File: src/rtl/fb_pkg.sv
// Shared types and helpers for the framebuffer scanout controller.
package fb_pkg;
  localparam int FB_WIDTH  = 640;
  localparam int FB_HEIGHT = 480;

  typedef enum logic [1:0] {WAIT_FRAME, FETCH, DONE} fb_state_e;

  typedef struct packed {
    logic [7:0] r;
    logic [7:0] g;
    logic [7:0] b;
  } rgb888_t;

  // Bit replication keeps full-scale 7/3 mapping to 0xFF.
  function automatic rgb888_t rgb332_to_rgb888(input logic [7:0] p);
    rgb888_t c;
    c.r = {p[7:5], p[7:5], p[7:6]};
    c.g = {p[4:2], p[4:2], p[4:3]};
    c.b = {4{p[1:0]}};
    return c;
  endfunction
endpackage

File: src/rtl/fb_scanout_ctrl_fifo.sv
// Show-ahead prefetch FIFO: head is valid whenever not empty; flush beats push/pop.
module fb_prefetch_fifo #(
  parameter int DEPTH = 4,
  parameter int DW    = 8
) (
  input  logic                       clk,
  input  logic                       rst,
  input  logic                       push_i,
  input  logic                       pop_i,
  input  logic                       flush_i,
  input  logic [DW-1:0]              wdata_i,
  output logic [DW-1:0]              head_o,
  output logic                       empty_o,
  output logic [$clog2(DEPTH):0]     count_o
);
  localparam int PW = $clog2(DEPTH);
  localparam int CW = PW + 1;

  logic [DW-1:0] mem_q [DEPTH];
  logic [PW-1:0] rd_q, wr_q;
  logic [CW-1:0] cnt_q;
  logic          do_push, do_pop;

  assign do_pop  = pop_i && (cnt_q != '0);
  assign do_push = push_i && ((cnt_q != CW'(DEPTH)) || do_pop);

  always_ff @(posedge clk) begin
    if (rst || flush_i) begin
      rd_q  <= '0;
      wr_q  <= '0;
      cnt_q <= '0;
    end else begin
      if (do_push) begin
        mem_q[wr_q] <= wdata_i;
        wr_q        <= wr_q + PW'(1);
      end
      if (do_pop) rd_q <= rd_q + PW'(1);
      cnt_q <= cnt_q + CW'(do_push) - CW'(do_pop);
    end
  end

  assign head_o  = mem_q[rd_q];
  assign empty_o = (cnt_q == '0);
  assign count_o = cnt_q;
endmodule

File: src/rtl/fb_scanout_ctrl.sv
// Framebuffer scanout sequencer: prefetches RGB332 pixels for the HDMI
// transmitter and hands every spare RAM slot to the host writer.
module fb_scanout_ctrl
  import fb_pkg::*;
#(
  parameter int WIDTH      = FB_WIDTH,
  parameter int HEIGHT     = FB_HEIGHT,
  parameter int ADDR_W     = 19,
  parameter int FIFO_DEPTH = 4
) (
  input  logic              clk_pixel,
  input  logic              rst,
  input  logic              in_enable,
  input  logic              in_newframe,
  output logic [7:0]        o_red,
  output logic [7:0]        o_green,
  output logic [7:0]        o_blue,
  input  logic              wr_valid,
  output logic              wr_ready,
  input  logic [ADDR_W-1:0] wr_addr,
  input  logic [7:0]        wr_data,
  output logic [ADDR_W-1:0] mem_addr,
  output logic              mem_we,
  output logic [7:0]        mem_wdata,
  input  logic [7:0]        mem_rdata,
  output logic              o_underflow,
  output logic              o_busy
);
  localparam int CW = $clog2(FIFO_DEPTH) + 1;
  localparam logic [ADDR_W:0]   NPIX = (ADDR_W+1)'(WIDTH * HEIGHT);
  localparam logic [ADDR_W-1:0] LAST = ADDR_W'(WIDTH * HEIGHT - 1);

  fb_state_e         state_q;
  logic [ADDR_W-1:0] faddr_q;
  logic              rd_pend_q;
  logic              uf_q;

  logic [CW-1:0] fcount;
  logic          fempty;
  logic [7:0]    fhead;
  logic          pop, restart, fetch_issue, wr_fire;
  rgb888_t       pix;

  assign pop         = in_enable && !fempty;
  assign restart     = in_newframe && (state_q == FETCH);
  assign fetch_issue = !rst && (state_q == FETCH) &&
                       ((fcount + CW'(rd_pend_q)) < CW'(FIFO_DEPTH));
  assign wr_ready    = !rst && !fetch_issue;
  assign wr_fire     = wr_valid && wr_ready;

  fb_prefetch_fifo #(.DEPTH(FIFO_DEPTH), .DW(8)) u_fifo (
    .clk     (clk_pixel),
    .rst     (rst),
    .push_i  (rd_pend_q),
    .pop_i   (pop),
    .flush_i (restart),
    .wdata_i (mem_rdata),
    .head_o  (fhead),
    .empty_o (fempty),
    .count_o (fcount)
  );

  always_comb begin
    mem_addr  = '0;
    mem_we    = 1'b0;
    mem_wdata = '0;
    if (fetch_issue) begin
      mem_addr = faddr_q;
    end else if (wr_fire) begin
      mem_addr  = wr_addr;
      mem_wdata = wr_data;
      mem_we    = ({1'b0, wr_addr} < NPIX);
    end
  end

  assign pix = rgb332_to_rgb888(fhead);
  assign {o_red, o_green, o_blue} = (pop && !rst) ? pix : '0;

  // A read issued in the restart cycle belongs to the aborted frame.
  always_ff @(posedge clk_pixel) begin
    if (rst) begin
      state_q   <= WAIT_FRAME;
      faddr_q   <= '0;
      rd_pend_q <= 1'b0;
      uf_q      <= 1'b0;
    end else begin
      rd_pend_q <= fetch_issue && !restart;
      if (in_enable && fempty && (state_q != WAIT_FRAME)) uf_q <= 1'b1;
      case (state_q)
        WAIT_FRAME, DONE: begin
          if (in_newframe) begin
            state_q <= FETCH;
            faddr_q <= '0;
          end
        end
        FETCH: begin
          if (in_newframe) begin
            faddr_q <= '0;
            uf_q    <= 1'b1;
          end else if (fetch_issue) begin
            faddr_q <= faddr_q + ADDR_W'(1);
            if (faddr_q == LAST) state_q <= DONE;
          end
        end
        default: state_q <= WAIT_FRAME;
      endcase
    end
  end

  assign o_underflow = uf_q;
  assign o_busy      = (state_q == FETCH);
endmodule

File: config.mk
export PLATFORM = sky130hd
export DESIGN_NAME = fb_scanout_ctrl
export DESIGN_NICKNAME = d
export VERILOG_FILES = /design/src/rtl/fb_pkg.sv /design/src/rtl/fb_scanout_ctrl_fifo.sv /design/src/rtl/fb_scanout_ctrl.sv
export SDC_FILE = /design/constraint.sdc
export NUM_CORES = 1
export LEC_CHECK = 0
export ABC_AREA = 1
export CORE_MARGIN = 5
export CORE_UTILIZATION = 48
export CTS_CLUSTER_DIAMETER = 80
export DETAILED_ROUTE_END_ITERATION = 16
export GPL_TIMING_DRIVEN = 0
export PLACE_DENSITY = 0.79
export SYNTH_ARGS = -nofsm -noshare
export SYNTH_HDL_FRONTEND = slang
export SYNTH_SLANG_ARGS = --single-unit
File: constraint.sdc
create_clock -name clk_pixel -period 3.1 [get_ports clk_pixel]
set_input_delay 0.62 -clock clk_pixel [delete_from_list [all_inputs] [get_ports clk_pixel]]
set_output_delay 0.62 -clock clk_pixel [all_outputs]
set_load 0.01 [all_outputs]
==> qor.txt <==
#FFs+latches synth: 64
Bufs on Longest Clock Path: 2
Worst setup EP type: output pin
Max incr delay on CP: 0.52 ns
Antenna Diode Count: 0
Dpl hpwl: 7430 um
Drt total wl: 9390 um
Via count: 3,348
Met2 Use GR: 37.0%
Final Net Count: 604
CP cell instances: clkdlybuf4s50_1, inv_1, nor2_4, nand2_4, a21oi_1, buf_4, clkdlybuf4s50_1
Top_reg_cell synth: edfxtp_1
Total nets after synthesis: 501
Initial Utilization: 49.0%
Post-CTS Hold Buffers: 0
Final Hold Viols: 0
Share of the synthesized area in the top cell type: 27.3%
CTS Sinks: 64
Worst Path Max Fanout: 8
Fmax achieved: 329 MHz
Met1 Use GR: 24.7%
Gr busiest metal: met2
First-pass GRT wire length: 14,800 um
First-pass detailed-route iteration total: 5
Total power: 0.00231 W
Pleak: 1.86 nW
Worst Skew: 0.0128 ns
Dominant cell type by area after synthesis: edfxtp_1
Critical path arrival: 2.42 ns
Clock transition at path regs: 0.07 ns
Synth warn: 0
Core area: 7180 um^2
Routed len/inst: 14.2 um
Combinational family with the most area after synthesis: simple AND/OR/NAND/NOR gates
Reg-to-reg endpoint: u_fifo.count_o[2]
Synth Area in XOR/XNOR: 0.249%
Reg2reg start: u_fifo.count_o[1]
EDFF count, synth: 32
Max-Slew Margin vs Limit: 49.9%
Die Y: 95.6 um
Max-slew violations: 0
Tightest Pin Transition: 0.749 ns
Largest cells by area after synthesis: edfxtp_1 27%, dfxtp_1 18%, nor2_1 8.9%
Hold WS: 0.476 ns
Largest net degree at the start of global routing: 12
GRT overflow: 0
Max Cap Violations: 0
Area added between synthesis and finish: 37.3%
Ys async rst share: 0%
# rows: 31
Cells after DPL: 646
Worst setup SP type: input port
Skew-Pair Late Insertion Delay: 0.34 ns
Post-synth top cells: 83 x nor2_1, 68 x inv_1, 60 x nand2_1, 34 x nand3_1
Post-synth cell types: 33
VDD IR-drop max: 272 uV
Cells after Synth: 454
Status: finished, final reports clean
Syn Std Cell Area: 3520 um^2
Adder-cell share of the synthesized area: 2.70%
Critical path class: in -> out
Sequential share of the synthesized area: 45.6%
R2R Setup Slk: 1.05 ns
CP most frequent cell: clkdlybuf4s50_1
Clock H-tree levels: 3
Antenna violations before repair: 0
Final antenna-violating net count: 0
Post-synthesis area per instance: 7.74 um^2
Routability cong.: 0.911
CTS Buf Count: 9
Crit path launch: in_enable
Port bufs: 93
DRC: 0
Non-Filler Instances: 661
Post-synthesis mux area share: 0%
Via count of the first global-routing pass: 3,223
Die X: 95.6 um
Setup violations, final: 0
Finished Cell Area: 4830 um^2
Final period utilization: 98.0%
CTS tree: yes
RSZ-0062 raised after global routing: yes
I/O pin total: 95
Die area: 9140 um^2
Final min period: 3.04 ns
Overall Global Routing Usage: 21.1%
Hold Path Class: reg -> reg
Synth Area in Compound Gates: 11.9%
Synth Area in Simple Gates: 25.7%
CTS Root Cell: clkbuf_8
Pwr Density: 479 nW/um^2
R2r worst-path depth: 8
Count leader, synth: nor2_1
Via density: 5.07
CP max stage cell: clkdlybuf4s50_1
Met3 Resource Use GR: 3.31%
1st-iter DRT viols: 175
Worst EP required: 2.48 ns
Area after DPL: 4570 um^2
Setup crit end: o_red[5]
Final Util: 67.3%
Share of cells above drive strength 1: 12.5%
[power breakdown]
group          internal, W  total [W]  switching [W]
clock network     0.000392   0.000709       0.000317
registers         0.000926   0.000956      0.0000299
logic             0.000303   0.000646       0.000343
[area by class of cell]
type / instances / area, um^2
timing repair buffer: 93 / 931
fill: 596 / 2350
inverter: 71 / 269
sequential: 64 / 1600
buffer: 28 / 219
multi-input combinational: 290 / 1480
tap: 99 / 124
clock buffer: 11 / 141
clock inverter: 5 / 56.3
[state kept, by name (all words and copies together) (netlist names), named ones only]
name            flops
u_fifo.wr_q         2
rd_pend_q           1
u_fifo.rd_q         2
u_fifo.count_o      3
faddr_q            19
u_fifo.mem_q       32
state_q             2
o_underflow         1
[cell usage in the layout (no fill, tap or decap), types with 2 or more instances in the layout]
cell / instances
nand2_2: 3
o22ai_1: 4
a21oi_2: 4
clkinv_2: 2
buf_6: 6
o21ai_1: 6
clkbuf_1: 2
a21oi_1: 25
edfxtp_1: 32
clkdlybuf4s50_1: 93
nor2_4: 3
nand2_4: 3
buf_4: 17
nand2_1: 59
inv_1: 68
buf_2: 3
nor2_2: 5
nand4_1: 8
o21ai_0: 31
inv_2: 2
dfxtp_1: 32
ha_1: 6
nand3_1: 34
clkbuf_8: 10
a21oi_4: 3
nor2_1: 82
nor3_1: 5
[metrics by stage]
stage	setup slack (ns)	setup TNS, ns
2_1_floorplan	0.835	0
3_3_place_gp	-0.203	-3.19
3_5_place_dp	-0.254	-4.22
4_1_cts	0.00592	0
5_1_grt	-0.0375	-0.291
6_report	0.0608	0
[logic make-up after synthesis]
family          after synthesis
simple gates                204
buf+inv                     100
compound gates               78
flops                        64
fa+ha+maj                     7
xor+xnor                      1
[how the worst min path moves through the flow]
stage / endpoint / startpoint / depth (start not counted)
2_1_floorplan: register / u_fifo.rd_q[1] / 2
6_report: register / u_fifo.rd_q[1] / 2
3_3_place_gp: u_fifo.rd_q[1] / u_fifo.rd_q[1] / 2
4_1_cts: register / u_fifo.rd_q[1] / 2
3_5_place_dp: register / u_fifo.rd_q[1] / 2
5_1_grt: u_fifo.rd_q[1] / u_fifo.rd_q[1] / 2
[worst max-delay path: cells and delay by family]
family	cells	cell delay [ns]
AO/OA/AOI/OAI	1	0.20
buffers and inverters	4	1.28
AND/OR/NAND/NOR	2	0.31
[timing repair]
item	4_1_cts	5_1_grt
gates resized for setup	10	4
pin swaps	0	1
setup buffers	0	0
endpoints found under the setup margin	29	17
[layer usage]
layer	vias to the layer above	wire length (um)
met4	0	257
met1	1560	3720
li1	1656	-
met5	-	0
met2	117	4880
met3	15	532
(Power assumes the default switching activity.)
